## src/rtl/gonogo_pkg.sv

```systemverilog
// Shared encodings for the GO/NOGO step sequencer: FSM states, output levels
// and the time-unit convention used by the step table.
package gonogo_pkg;

    typedef enum logic [1:0] {
        IDLE = 2'd0,
        LOAD = 2'd1,
        RUN  = 2'd2,
        DONE = 2'd3
    } state_e;

    localparam logic GO       = 1'b1;
    localparam logic NOGO     = 1'b0;
    localparam logic UNIT_SEC = 1'b1;
    localparam logic UNIT_MIN = 1'b0;

    // Picks the timebase tick matching a step's unit; the other tick is ignored.
    function automatic logic sel_tick(input logic unit, input logic t_sec, input logic t_min);
        logic t_s;
        if (unit == UNIT_SEC) begin
            t_s = t_sec;
        end else begin
            t_s = t_min;
        end
        return t_s;
    endfunction

endpackage

```

## src/rtl/gonogo_step_table.sv

```systemverilog
// Step table register file: DEPTH entries of {level, unit, duration}, one write
// port, combinational read, cleared by asynchronous reset.
module gonogo_step_table
    import gonogo_pkg::*;
#(
    parameter int NBITS = 12,
    parameter int DEPTH = 8,
    parameter int AW    = 3
) (
    input  logic             clk,
    input  logic             rst,
    input  logic             we,
    input  logic [AW-1:0]    waddr,
    input  logic [NBITS-1:0] wdur,
    input  logic             wunit,
    input  logic             wlevel,
    input  logic [AW-1:0]    raddr,
    output logic [NBITS-1:0] rdur,
    output logic             runit,
    output logic             rlevel
);

    localparam logic [NBITS+1:0] ENTRY_RST = {NOGO, UNIT_MIN, {NBITS{1'b0}}};

    logic [NBITS+1:0] mem_q [DEPTH];
    logic [NBITS+1:0] mem_d [DEPTH];

    // Next-state of the table: single write port
    always_comb begin
        mem_d = mem_q;
        if (we) begin
            mem_d[waddr] = {wlevel, wunit, wdur};
        end else begin
            mem_d[waddr] = mem_q[waddr];
        end
    end

    // Table storage
    always_ff @(posedge clk or posedge rst) begin
        if (rst) begin
            for (int i = 0; i < DEPTH; i++) begin
                mem_q[i] <= ENTRY_RST;
            end
        end else begin
            mem_q <= mem_d;
        end
    end

    assign rlevel = mem_q[raddr][NBITS+1];
    assign runit  = mem_q[raddr][NBITS];
    assign rdur   = mem_q[raddr][NBITS-1:0];

endmodule

```

## src/rtl/gonogo_sequencer.sv

```systemverilog
// Programmable GO/NOGO scheduler: walks a table of timed steps driven by the
// second/minute timebase ticks, with start/stop/pause/loop run control.
module gonogo_sequencer
    import gonogo_pkg::*;
#(
    parameter int   NBITS      = 12,
    parameter int   DEPTH      = 8,
    parameter int   AW         = 3,
    parameter logic IDLE_LEVEL = 1'b1
) (
    input  logic             clk,
    input  logic             rst,
    input  logic             tick_sec,
    input  logic             tick_min,
    input  logic             cfg_we,
    input  logic [AW-1:0]    cfg_addr,
    input  logic [NBITS-1:0] cfg_dur,
    input  logic             cfg_unit,
    input  logic             cfg_level,
    input  logic [AW-1:0]    last_step,
    input  logic             start,
    input  logic             stop,
    input  logic             pause,
    input  logic             loop,
    output logic             gonogo,
    output logic [AW-1:0]    step_idx,
    output logic [NBITS-1:0] remaining,
    output logic             busy,
    output logic             done
);

    localparam logic [NBITS-1:0] REM_ONE = {{(NBITS-1){1'b0}}, 1'b1};
    localparam logic [AW-1:0]    IDX_ONE = {{(AW-1){1'b0}}, 1'b1};

    state_e           state_q, state_d;
    logic [AW-1:0]    idx_q, idx_d;
    logic [AW-1:0]    last_q, last_d;
    logic             pass_nz_q, pass_nz_d;
    logic [NBITS-1:0] rem_q, rem_d;
    logic             gonogo_q, gonogo_d;
    logic             busy_q, busy_d;
    logic             done_q, done_d;

    logic             we_s;
    logic             advance_s;
    logic [NBITS-1:0] step_dur_s;
    logic             step_unit_s;
    logic             step_level_s;

    assign we_s = cfg_we && ((state_q == IDLE) || (state_q == DONE));

    gonogo_step_table #(
        .NBITS (NBITS),
        .DEPTH (DEPTH),
        .AW    (AW)
    ) u_table (
        .clk    (clk),
        .rst    (rst),
        .we     (we_s),
        .waddr  (cfg_addr),
        .wdur   (cfg_dur),
        .wunit  (cfg_unit),
        .wlevel (cfg_level),
        .raddr  (idx_q),
        .rdur   (step_dur_s),
        .runit  (step_unit_s),
        .rlevel (step_level_s)
    );

    // Next-state, countdown and output computation
    always_comb begin
        state_d   = state_q;
        idx_d     = idx_q;
        last_d    = last_q;
        pass_nz_d = pass_nz_q;
        rem_d     = rem_q;
        gonogo_d  = gonogo_q;
        done_d    = 1'b0;
        advance_s = 1'b0;

        case (state_q)
            IDLE: begin
                if (start && !stop) begin
                    state_d   = LOAD;
                    idx_d     = {AW{1'b0}};
                    last_d    = last_step;
                    pass_nz_d = 1'b0;
                end else begin
                    state_d = IDLE;
                end
            end
            LOAD: begin
                if (step_dur_s == {NBITS{1'b0}}) begin
                    advance_s = 1'b1;
                end else begin
                    rem_d     = step_dur_s;
                    gonogo_d  = step_level_s;
                    pass_nz_d = 1'b1;
                    state_d   = RUN;
                end
            end
            RUN: begin
                if (!pause && sel_tick(step_unit_s, tick_sec, tick_min)) begin
                    if (rem_q > REM_ONE) begin
                        rem_d = rem_q - REM_ONE;
                    end else begin
                        rem_d     = {NBITS{1'b0}};
                        advance_s = 1'b1;
                    end
                end else begin
                    rem_d = rem_q;
                end
            end
            DONE: begin
                state_d  = IDLE;
                done_d   = 1'b1;
                gonogo_d = IDLE_LEVEL;
            end
            default: begin
                state_d = IDLE;
            end
        endcase

        // Advance covers both a skipped zero-length step and an expired one
        if (advance_s) begin
            if (idx_q != last_q) begin
                idx_d   = idx_q + IDX_ONE;
                state_d = LOAD;
            end else if (loop && pass_nz_q) begin
                idx_d     = {AW{1'b0}};
                pass_nz_d = 1'b0;
                state_d   = LOAD;
            end else begin
                state_d = DONE;
            end
        end else begin
            idx_d = idx_d;
        end

        if (stop && (state_q != IDLE)) begin
            state_d   = IDLE;
            idx_d     = idx_q;
            pass_nz_d = pass_nz_q;
            gonogo_d  = IDLE_LEVEL;
            rem_d     = {NBITS{1'b0}};
            done_d    = 1'b0;
        end else begin
            done_d = done_d;
        end

        busy_d = (state_d == LOAD) || (state_d == RUN);
    end

    // Sequencer state and registered outputs
    always_ff @(posedge clk or posedge rst) begin
        if (rst) begin
            state_q   <= IDLE;
            idx_q     <= {AW{1'b0}};
            last_q    <= {AW{1'b0}};
            pass_nz_q <= 1'b0;
            rem_q     <= {NBITS{1'b0}};
            gonogo_q  <= IDLE_LEVEL;
            busy_q    <= 1'b0;
            done_q    <= 1'b0;
        end else begin
            state_q   <= state_d;
            idx_q     <= idx_d;
            last_q    <= last_d;
            pass_nz_q <= pass_nz_d;
            rem_q     <= rem_d;
            gonogo_q  <= gonogo_d;
            busy_q    <= busy_d;
            done_q    <= done_d;
        end
    end

    assign gonogo    = gonogo_q;
    assign step_idx  = idx_q;
    assign remaining = rem_q;
    assign busy      = busy_q;
    assign done      = done_q;

endmodule

```

## config.mk

```make
export PLATFORM = sky130hd
export DESIGN_NAME = gonogo_sequencer
export DESIGN_NICKNAME = d
export VERILOG_FILES = /design/src/rtl/gonogo_pkg.sv /design/src/rtl/gonogo_step_table.sv /design/src/rtl/gonogo_sequencer.sv
export SDC_FILE = /design/constraint.sdc
export NUM_CORES = 1
export LEC_CHECK = 0
export BUFFER_PORTS_ARGS = -buffer_cell sky130_fd_sc_hd__buf_4
export CAP_MARGIN = 10
export CORE_MARGIN = 8
export CORE_UTILIZATION = 30
export DETAILED_ROUTE_END_ITERATION = 10
export GPL_TIMING_DRIVEN = 0
export HOLD_SLACK_MARGIN = 0.05
export PLACE_DENSITY_LB_ADDON = 0.08
export SETUP_SLACK_MARGIN = 0.1
export SLEW_MARGIN = 5
export SYNTH_ARGS = -nofsm -noshare
export SYNTH_HDL_FRONTEND = slang
export SYNTH_SLANG_ARGS = --single-unit
```

## constraint.sdc

```tcl
create_clock -name clk -period 5.9 [get_ports clk]
set_input_delay 0.295 -clock clk [delete_from_list [all_inputs] [get_ports clk]]
set_output_delay 0.295 -clock clk [all_outputs]
set_load 0.02 [all_outputs]
```

[Word-level counts from Yosys, hierarchy flattened]
Cells that the tools add are included.
Word-level totals
  register bits after elaboration: 136
Operators by class
  eq/ne operators: 8
  multiplexer cells: 45
  bitwise operators: 2
  add/sub/neg operators: 2
  order comparisons: 4
  reduce and logical (&&, ||, !) cells: 18
Operator list (number)
  112-bit bitwise mux: 2
  112-bit 2-to-1 mux: 1
  14-bit binary-select mux with 3-bit select: 2
  14-bit 2-to-1 mux: 5
  12-bit 2-to-1 mux: 4
  14-bit demux with 3-bit select: 1
  12-bit one-hot mux with 2 select lines: 1
  1-bit 2-to-1 mux: 15
  3-bit 2-to-1 mux: 5
  12-bit by 1-bit > comparator with 1-bit output (second input constant): 1
  12-bit logical NOT: 1
  12-bit by 1-bit subtractor with 12-bit output (second input constant): 1
  2-bit 2-to-1 mux: 5
  4-bit greater-or-equal comparator (second input constant): 2
  3-bit inverter with 4-bit output: 2
  2-bit == test (second input constant): 3
  1-bit logical AND: 6
  3-bit != test (second input constant): 2
  1-bit one-hot mux with 2 select lines: 3
  2-bit one-hot mux with 3 select lines: 1
  3-bit nonzero test: 2
  2-bit by 1-bit == test with 1-bit output (second input constant): 2
  4-bit by 1-bit < comparator with 1-bit output (second input constant): 1
  2-bit AND reduction: 2
  other kinds (7): 9

[Logic depth before layout (Yosys ltp)]
Gate-level depths: netlist of the first run.
  depth in word-level cells: 13
  mapped depth: 10
  gate-level depth less buffers: 9

[Cells and area by module]
From an unflattened synthesis of the first run, not the netlist that was laid out.
Second synthesis, totals
  cells, all modules: 742
  area total of the unflattened synthesis: 8036.5 µm²
By module, submodules not included
  gonogo_step_table: times used 1, cells an instance 555, area an instance 6296.0 µm², seq. area each 2802.7 µm²
  gonogo_sequencer: times used 1, cells an instance 187, area an instance 1740.4 µm², seq. area each 601.8 µm²

[Worst setup path after synthesis of the first run]
No wires, ideal clock.
  kind: reg-to-reg
  start point: register idx_q[1] (netlist: step_idx[1])
  end point: register busy_q (netlist: busy)
  setup time: 0.125 ns
  slack: 3.115 ns
  arrival time: 2.660 ns
  data required time: 5.775 ns
  cell stages (with the launch flop): 10
  clock period less this slack: 2.785 ns
  cells stage by stage: dfrtp_1 -> buf_6 -> buf_2 -> mux4_2 -> mux2i_1 -> nand4_1 -> nor4_4 -> o21ai_2 -> mux2i_1 -> mux2_2
On the way
  word-level cells in the longest chain between the ends: 13
Ends and longest elaborated chain
  start, declared: line gonogo_sequencer.sv:36  | logic [AW-1:0] idx_q, idx_d;
  start signal, assigned: line gonogo_sequencer.sv:158  | idx_q <= {AW{1'b0}};
  start signal, assigned: line gonogo_sequencer.sv:167  | idx_q <= idx_d;
  3-bit inverter with 4-bit output (not written as such): line gonogo_step_table.sv:50, gonogo_step_table.sv:51
  14-bit binary-select mux with 3-bit select: line gonogo_step_table.sv:50, gonogo_step_table.sv:51
  14-bit 2-to-1 mux (2 in a row)
  1-bit 2-to-1 mux: line gonogo_pkg.sv:20  | if (unit == UNIT_SEC) begin
  1-bit 2-to-1 mux: line gonogo_sequencer.sv:81  | case (state_q)
  1-bit logical AND: line gonogo_sequencer.sv:103  | if (!pause && sel_tick(step_unit_s, tick_sec, tick_min)) begin
  1-bit 2-to-1 mux: line gonogo_sequencer.sv:103
  1-bit one-hot mux with 2 select lines: line gonogo_sequencer.sv:81
  2-bit 2-to-1 mux *: line gonogo_sequencer.sv:125  | if (advance_s) begin
  2-bit 2-to-1 mux *: line gonogo_sequencer.sv:140  | if (stop && (state_q != IDLE)) begin
  2-bit by 1-bit == test with 1-bit output or 2-bit == test (tied branches): line gonogo_sequencer.sv:151  | busy_d = (state_d == LOAD) || (state_d == RUN);
  1-bit logical OR *: line gonogo_sequencer.sv:151
  net busy_d: line gonogo_sequencer.sv:41  | logic busy_q, busy_d;
  end signal, assigned: line gonogo_sequencer.sv:172  | busy_q <= busy_d;
  end, declared: line gonogo_sequencer.sv:41
Mark *: on every way through the listed nets, which the timed path passes. The rest lies on a longest branch. The select of a mux whose other input is x is not followed.
A chain may end at the register's enable or synchronous reset.

[Worst setup path after layout of the first run]
Ends and elaborated chain as after synthesis.

==> impl_metrics.tcl, run 1 <==
set metrics [dict create \
    max_freq_mhz 259 \
    setup-tns-final_ps 0 \
    period_needed_ps 3870 \
    placed_cell_area_um2 8080 \
    report.final.slew_viol_count 0 \
    overall_die_area_um2 29600 \
    layout-area-overhead-vs-synth_pct 18.9 \
    clk_transition_reported_paths_ps 60 \
    path_class "reg2reg" \
    initial_antenna_violation_count 0 \
    finalWorstSetupSlack_ps 2030 \
    share_of_the_yosys_chip_area_belonging_to_registers 0.466 \
    dr_pass1_iterations 5 \
    maxSlewHeadroom 0.330 \
    cts.sink_count 136 \
    timing.clock.skew_ps 9.97 \
    clkLatencyLatePin_ps 430 \
    vias_in_the_first_global_route 6530 \
    core_um2 24100 \
    clk_path_buf_depth 2 \
    worst-endpoint-required_ps 6210 \
    yosys_most_used_dff "sky130_fd_sc_hd__dfrtp_1" \
    avg_synthesized_cell_area_um2 10.1 \
    count_of_flip_flops_with_a_built_in_enable_after_synthesis 0 \
    crit_fanout 10 \
    ios 47 \
    pre_cts_ws_ps 1790 \
    routed-via-count 6290 \
    syn-num-nets 758 \
    detailedRoute.firstIterationViolations 612 \
    run_status "completed" \
    timing.critical_path.arrival_ps 4180 \
    fin_nets 824 \
    grt_max_degree 73 \
    timing.final.hold_violations 0 \
    worstHoldPathCells 2 \
    post_synth_num_cell_types 58 \
    die_h_um 172 \
    antenna-diode-count 0 \
    rsz0062_at_grt "no" \
    number_of_warnings_reported_in_the_yosys_synthesis_log 0 \
    report.final.setup_viol 0 \
    chipWidth_um 172 \
    vdd.ir_drop.worst_uv 164 \
    post_cts.resized_instances 0 \
    cts_htree_levels 4 \
    grt_first_pass_wirelength_mm 43.1 \
    drv.max_cap_violation_count 0 \
    grt_use_total 0.202 \
    layout-drive-gt1-share 0.169 \
    cts_setup_buffers 0 \
    clock-root-buffer "sky130_fd_sc_hd__clkbuf_16" \
    power_density_cells_nw_per_um2 461 \
    routabilityCongestion 0.865 \
    placed_cells_incl_taps 1091 \
    critical_path_s_slowest_cell "sky130_fd_sc_hd__dfrtp_1" \
    portBuffers 45 \
    cpMostUsedCell "sky130_fd_sc_hd__mux2i_1" \
    timing.final.crit_share 0.655 \
    hold_ws_ps 97.5 \
    worst_setup_path_end_kind "flop" \
    final_cells 1123 \
    overflow 0 \
    starting_utilization_of_the_core_area 0.303 \
    route.final.wire_length_mm 28.6 \
    tritoncts "done" \
    worst_slew_pin_slew_ps 1000 \
    p_leak_nw 3.77 \
    placement_rows 57 \
    avgRoutedWirePerCell_um 25.5 \
    worstPathCellList "buf_6 -> buf_2 -> mux4_2 -> mux2i_1 -> nand4_1 -> nor4_4 -> o21ai_2 -> mux2i_1 -> mux2_2" \
    worst_path_largest_cell_delay_ps 570 \
    placed_wire_length_estimate_after_detailed_placement_mm 19.3 \
    syn-instance-count 721 \
    remaining_drc_errors 0 \
    final_area_um2 8680 \
    synth.ff_latch_count 136 \
    post_synthesis_cell_area_um2 7300 \
    holdCritPathClass "in2reg" \
    critPathLaunchType "flop" \
    final_antenna_net_count 0 \
    postSynth.asyncResetShare 1.00 \
    reg2reg_depth 9 \
    cts_inserted_buffers 17 \
    routed_via_density 5.60 \
]
==> power by group <==
| part | switching [mW] | leakage [nW] | total, mW | internal [mW] |
|---|---|---|---|---|
| clock network | 0.423 | 0.290 | 1.12 | 0.701 |
| logic | 0.774 | 1.76 | 1.33 | 0.556 |
| registers | 0.292 | 1.72 | 1.55 | 1.25 |
==> cell type report <==
class                           instances  area (um2)
Fill cell                            2482       15400
Multi-Input combinational cell        528        3660
Sequential cell                       136        3400
Clock buffer                           21         440
Tap cell                              324         405
Timing Repair Buffer                   47         375
Buffer                                 46         200
Clock inverter                         10         153
Inverter                               11        46.3
==> flip-flops by register name, summed over array words and instances (netlist names) <==
register and flops:
gonogo 1, step_idx 3, remaining 12, done 1, pass_nz_q 1, state_q 2
last_q 3, busy 1, u_table.mem_q 112
==> cell usage after synthesis (6+ instances only) <==
cell / count / area, um2
sky130_fd_sc_hd__mux4_2: 33 / 743
sky130_fd_sc_hd__ha_1: 8 / 100
sky130_fd_sc_hd__o2bb2ai_1: 13 / 114
sky130_fd_sc_hd__o21ai_0: 104 / 521
sky130_fd_sc_hd__dfrtp_1: 135 / 3380
sky130_fd_sc_hd__nand3_1: 17 / 85.1
sky130_fd_sc_hd__xor2_1: 9 / 78.8
sky130_fd_sc_hd__mux2i_1: 27 / 270
sky130_fd_sc_hd__nand2_1: 139 / 522
sky130_fd_sc_hd__nor3_1: 7 / 35.0
sky130_fd_sc_hd__mux2_2: 12 / 135
sky130_fd_sc_hd__a22oi_1: 10 / 75.1
sky130_fd_sc_hd__o21ai_1: 34 / 170
sky130_fd_sc_hd__nor2_1: 28 / 105
sky130_fd_sc_hd__clkbuf_1: 33 / 124
sky130_fd_sc_hd__a221oi_1: 11 / 96.3
sky130_fd_sc_hd__inv_1: 10 / 37.5
sky130_fd_sc_hd__a31oi_1: 11 / 68.8
sky130_fd_sc_hd__o211ai_1: 6 / 45.0
==> metrics by stage <==
stage               utilization  power [mW]
floorplan                     -        2.41
global placement          0.334        2.85
detailed placement        0.335        2.89
CTS                       0.360        4.02
global route              0.360        4.26
finish                    0.360        4.00
==> worst max-delay path: cells and delay by family, from the launching register on <==
kind            cells  cell delay (ps)
compound gates      1              200
buf+inv             2              640
mux                 4             1480
simple gates        2              850
flops               1              570
==> cell usage in the layout (no fill, tap or decap), drive strengths merged, types with 7 or more instances in the layout <==
cell,count
o21ai,139
o2bb2ai,13
nor3,7
a221oi,12
nand3,17
dfrtp,135
xor2,9
mux2,16
nor2,28
inv,11
a22oi,10
buf,59
clkbuf,54
a31oi,11
nand2,139
ha,8
mux2i,27
mux4,34
==> repair_timing <==
item,in CTS,in global routing
endpoints found under the hold margin,63,0
hold buffers,1,0
endpoints found under the setup margin,0,0
==> routing by layer <==
layer	up-vias	global-route usage	share of wire
li1	2783	-	-
met1	3219	0.259	0.43
met2	242	0.331	0.48
met3	46	0.0450	0.064
met4	0	0.0716	0.024
met5	-	0	0
==> path summary, 6_finish.rpt <==
check / slack, ps / startpoint / endpoint
min in group asynchronous: 500 / rst / pass_nz_q$_DFFE_PP0N_
setup reg to reg: 2030 / step_idx[1]$_DFFE_PP0N_ / busy$_DFF_PP0_
setup / recovery: 2030 / step_idx[1]$_DFFE_PP0N_ / busy$_DFF_PP0_
max in group asynchronous: 4580 / rst / u_table.mem_q[4]$_DFFE_PP0P_
hold / removal: 100 / last_step[1] / last_q[1]$_DFFE_PP0P_
hold reg to reg: 500 / u_table.mem_q[39]$_DFFE_PP0P_ / u_table.mem_q[39]$_DFFE_PP0P_
==> cells by family (layout without fill, tap and decap cells) <==
group           count (synthesis)  in the layout  synth area share
compound gates                213            213             0.175
buf+inv                        57            135            0.0331
simple gates                  220            220             0.133
mux                            77             77             0.167
xor+xnor                       10             10            0.0120
fa+ha+maj                       8              8            0.0137
flops                         136            136             0.466
Power figures use the tool's default switching activity.
==> run 2, diff against run 1 <==
- clock period: 5.9 -> 3.3 ns (I/O delays scaled with it)
==> run 2 against run 1 <==
Effect of this change: register-to-register slack lost 1800 ps; power grew 78%; critical path depth shrank 2; die area is the same; via count grew 1.6%; hold slack lost 25 ps; global-route usage shrank 0.29 points; non-clock buffer count grew 10; utilization grew 0.99 points; first-iteration DRC count shrank 0.65%; sequential power grew 79%; highest routed layer unchanged.
==> impl_metrics.tcl, run 2 (synthesis gave the netlist of run 1 again) <==
set metrics [dict create \
    detailedRoute.firstIterationViolations 608 \
    crit_family "buffers and inverters" \
    power_density_cells_nw_per_um2 800 \
    critPathLaunchType "input port" \
    final_antenna_net_count 0 \
    placement_rows 57 \
    routabilityCongestion 0.866 \
    run_status "completed" \
    routed_via_density 5.63 \
    timing.critical_path.arrival_ps 3400 \
    overall_die_area_um2 29600 \
    finalCoreUtilization 0.370 \
    setup.reg_to_reg.worst_slack_ps 210 \
    layout-drive-gt1-share 0.210 \
    clk_transition_reported_paths_ps 60 \
    clkLatencyLatePin_ps 420 \
    cp_num_buf_inv 4 \
    clk_path_buf_depth 2 \
    dr_pass1_iterations 5 \
    core_um2 24100 \
    ios 47 \
    remaining_drc_errors 0 \
    final_common_cell "sky130_fd_sc_hd__nand2_1" \
    chipWidth_um 172 \
    grt_max_degree 36 \
    placed_wire_length_estimate_after_detailed_placement_mm 19.5 \
    worst_setup_path_end_kind "flop" \
    timing.final.hold_violations 0 \
    layout-area-overhead-vs-synth_pct 22.1 \
    p_leak_nw 3.78 \
    worstPathCellList "clkbuf_1 -> clkbuf_1 -> clkbuf_1 -> nand2_1 -> clkbuf_1 -> nand2_1 -> o21ai_0" \
    holdCritPathClass "in2reg" \
    commonest_cells_after_routing_fill_and_taps_aside "sky130_fd_sc_hd__nand2_1 (139), sky130_fd_sc_hd__dfrtp_1 (133), sky130_fd_sc_hd__o21ai_0 (104)" \
    worst_slew_pin_slew_ps 1020 \
    timing.clock.skew_ps 13.3 \
    report.final.slew_viol_count 0 \
    grt_use_total 0.199 \
    maxSlewHeadroom 0.322 \
    tritoncts "done" \
    setup-tns-final_ps 0 \
    clock-root-buffer "sky130_fd_sc_hd__clkbuf_16" \
    cts.sink_count 136 \
    drv.max_cap_violation_count 0 \
    worst-endpoint-required_ps 3560 \
    avgRoutedWirePerCell_um 25.0 \
    worst_path_largest_cell_delay_ps 650 \
    cts_htree_levels 4 \
    report.final.setup_viol 0 \
    route.final.wire_length_mm 28.3 \
    cpMostUsedCell "sky130_fd_sc_hd__clkbuf_1" \
    path_class "in2reg" \
    max_freq_mhz 319 \
    period_needed_ps 3130 \
    antenna-diode-count 0 \
    critical_path_s_slowest_cell "sky130_fd_sc_hd__clkbuf_1" \
    portBuffers 45 \
    crit_fanout 10 \
    rsz0062_at_grt "yes" \
    fin_nets 834 \
    overflow 0 \
    die_h_um 172 \
    initial_antenna_violation_count 0 \
    cts_inserted_buffers 17 \
    max_ffs_per_register 112 \
    routed-via-count 6389 \
    vias_in_the_first_global_route 6687 \
    timing.final.crit_share 0.950 \
    grt_first_pass_wirelength_mm 42.9 \
    starting_utilization_of_the_core_area 0.303 \
    vdd.ir_drop.worst_uv 244 \
    largest-register "u_table.mem_q" \
]
run 2: cell count changes in the layout (fill, tap and decap cells not counted), sizes merged:
cell         previous run  this run
dlygate4sd3             1         4
inv                    11         9
bufinv                  4         1
clkinvlp                1         3
buf                    59        65
clkinv                  5        10
run 2: area by class of cell:
cell class	instances	area, um2
buffer	45	230
clock buffer	20	467
clock inverter	12	101
fill	2473	15200
inverter	11	46.3
multi-input combinational	528	3770
sequential	136	3410
tap	324	405
timing repair buffer	58	495
run 2: what timing repair did:
action | in CTS | in global routing
hold buffers | 4 | 0
hold endpoints to repair | 20 | 0
gates resized for setup | 22 | 20
pin swaps | 2 | 1
buffers inserted | 2 | 3
endpoints found under the setup margin | 48 | 75
run 2: path summary, 6_finish.rpt:
path,endpoint,from,cells after the start
max,u_table.mem_q[82]$_DFFE_PP0P_,cfg_addr[1],7
min,pass_nz_q$_DFFE_PP0N_,loop,4
max reg2reg,busy$_DFF_PP0_,step_idx[0]$_DFFE_PP0N_,10
min reg2reg,u_table.mem_q[48]$_DFFE_PP0P_,u_table.mem_q[48]$_DFFE_PP0P_,2
max in group asynchronous,u_table.mem_q[70]$_DFFE_PP0P_,rst,6
min in group asynchronous,last_q[2]$_DFFE_PP0P_,rst,3
run 2: per-layer routing:
layer | GRT usage | vias to the layer above | routed length, um
met5 | 0 | - | 0
met4 | 0.0862 | 0 | 888
met1 | 0.257 | 3294 | 12400
met3 | 0.0400 | 55 | 1590
li1 | - | 2802 | -
met2 | 0.321 | 238 | 13500
run 2: worst register-to-register path, cell delays in order (launching register included):
cell and delay (ps):
sky130_fd_sc_hd__dfrtp_2 460, sky130_fd_sc_hd__buf_6 230, sky130_fd_sc_hd__buf_6 230, sky130_fd_sc_hd__mux4_2 330, sky130_fd_sc_hd__mux2i_2 320, sky130_fd_sc_hd__nand4_1 130
sky130_fd_sc_hd__buf_4 180, sky130_fd_sc_hd__nor4_4 310, sky130_fd_sc_hd__o21ai_2 190, sky130_fd_sc_hd__mux2i_1 250, sky130_fd_sc_hd__mux2_2 360
run 2: stage by stage:
step	setup WS [ps]	cell area, um2	power [mW]	hold WS (ps)	std cells
2_1_floorplan	515	7310	4.31	316	721
3_3_place_gp	-652	8050	5.10	407	1090
3_5_place_dp	-575	8130	5.16	212	1094
4_1_cts	51.5	8830	7.13	54.1	1132
5_1_grt	40.5	8920	7.59	105	1134
6_report	166	8920	7.14	72.4	1134
run 2: power by group:
part           leakage (nW)  total [mW]  internal (mW)  switching [mW]
sequential             1.72        2.77           2.24           0.528
clock                 0.281        1.86           1.09           0.767
combinational          1.78        2.51           1.08            1.43
total                  3.78        7.14           4.41            2.73
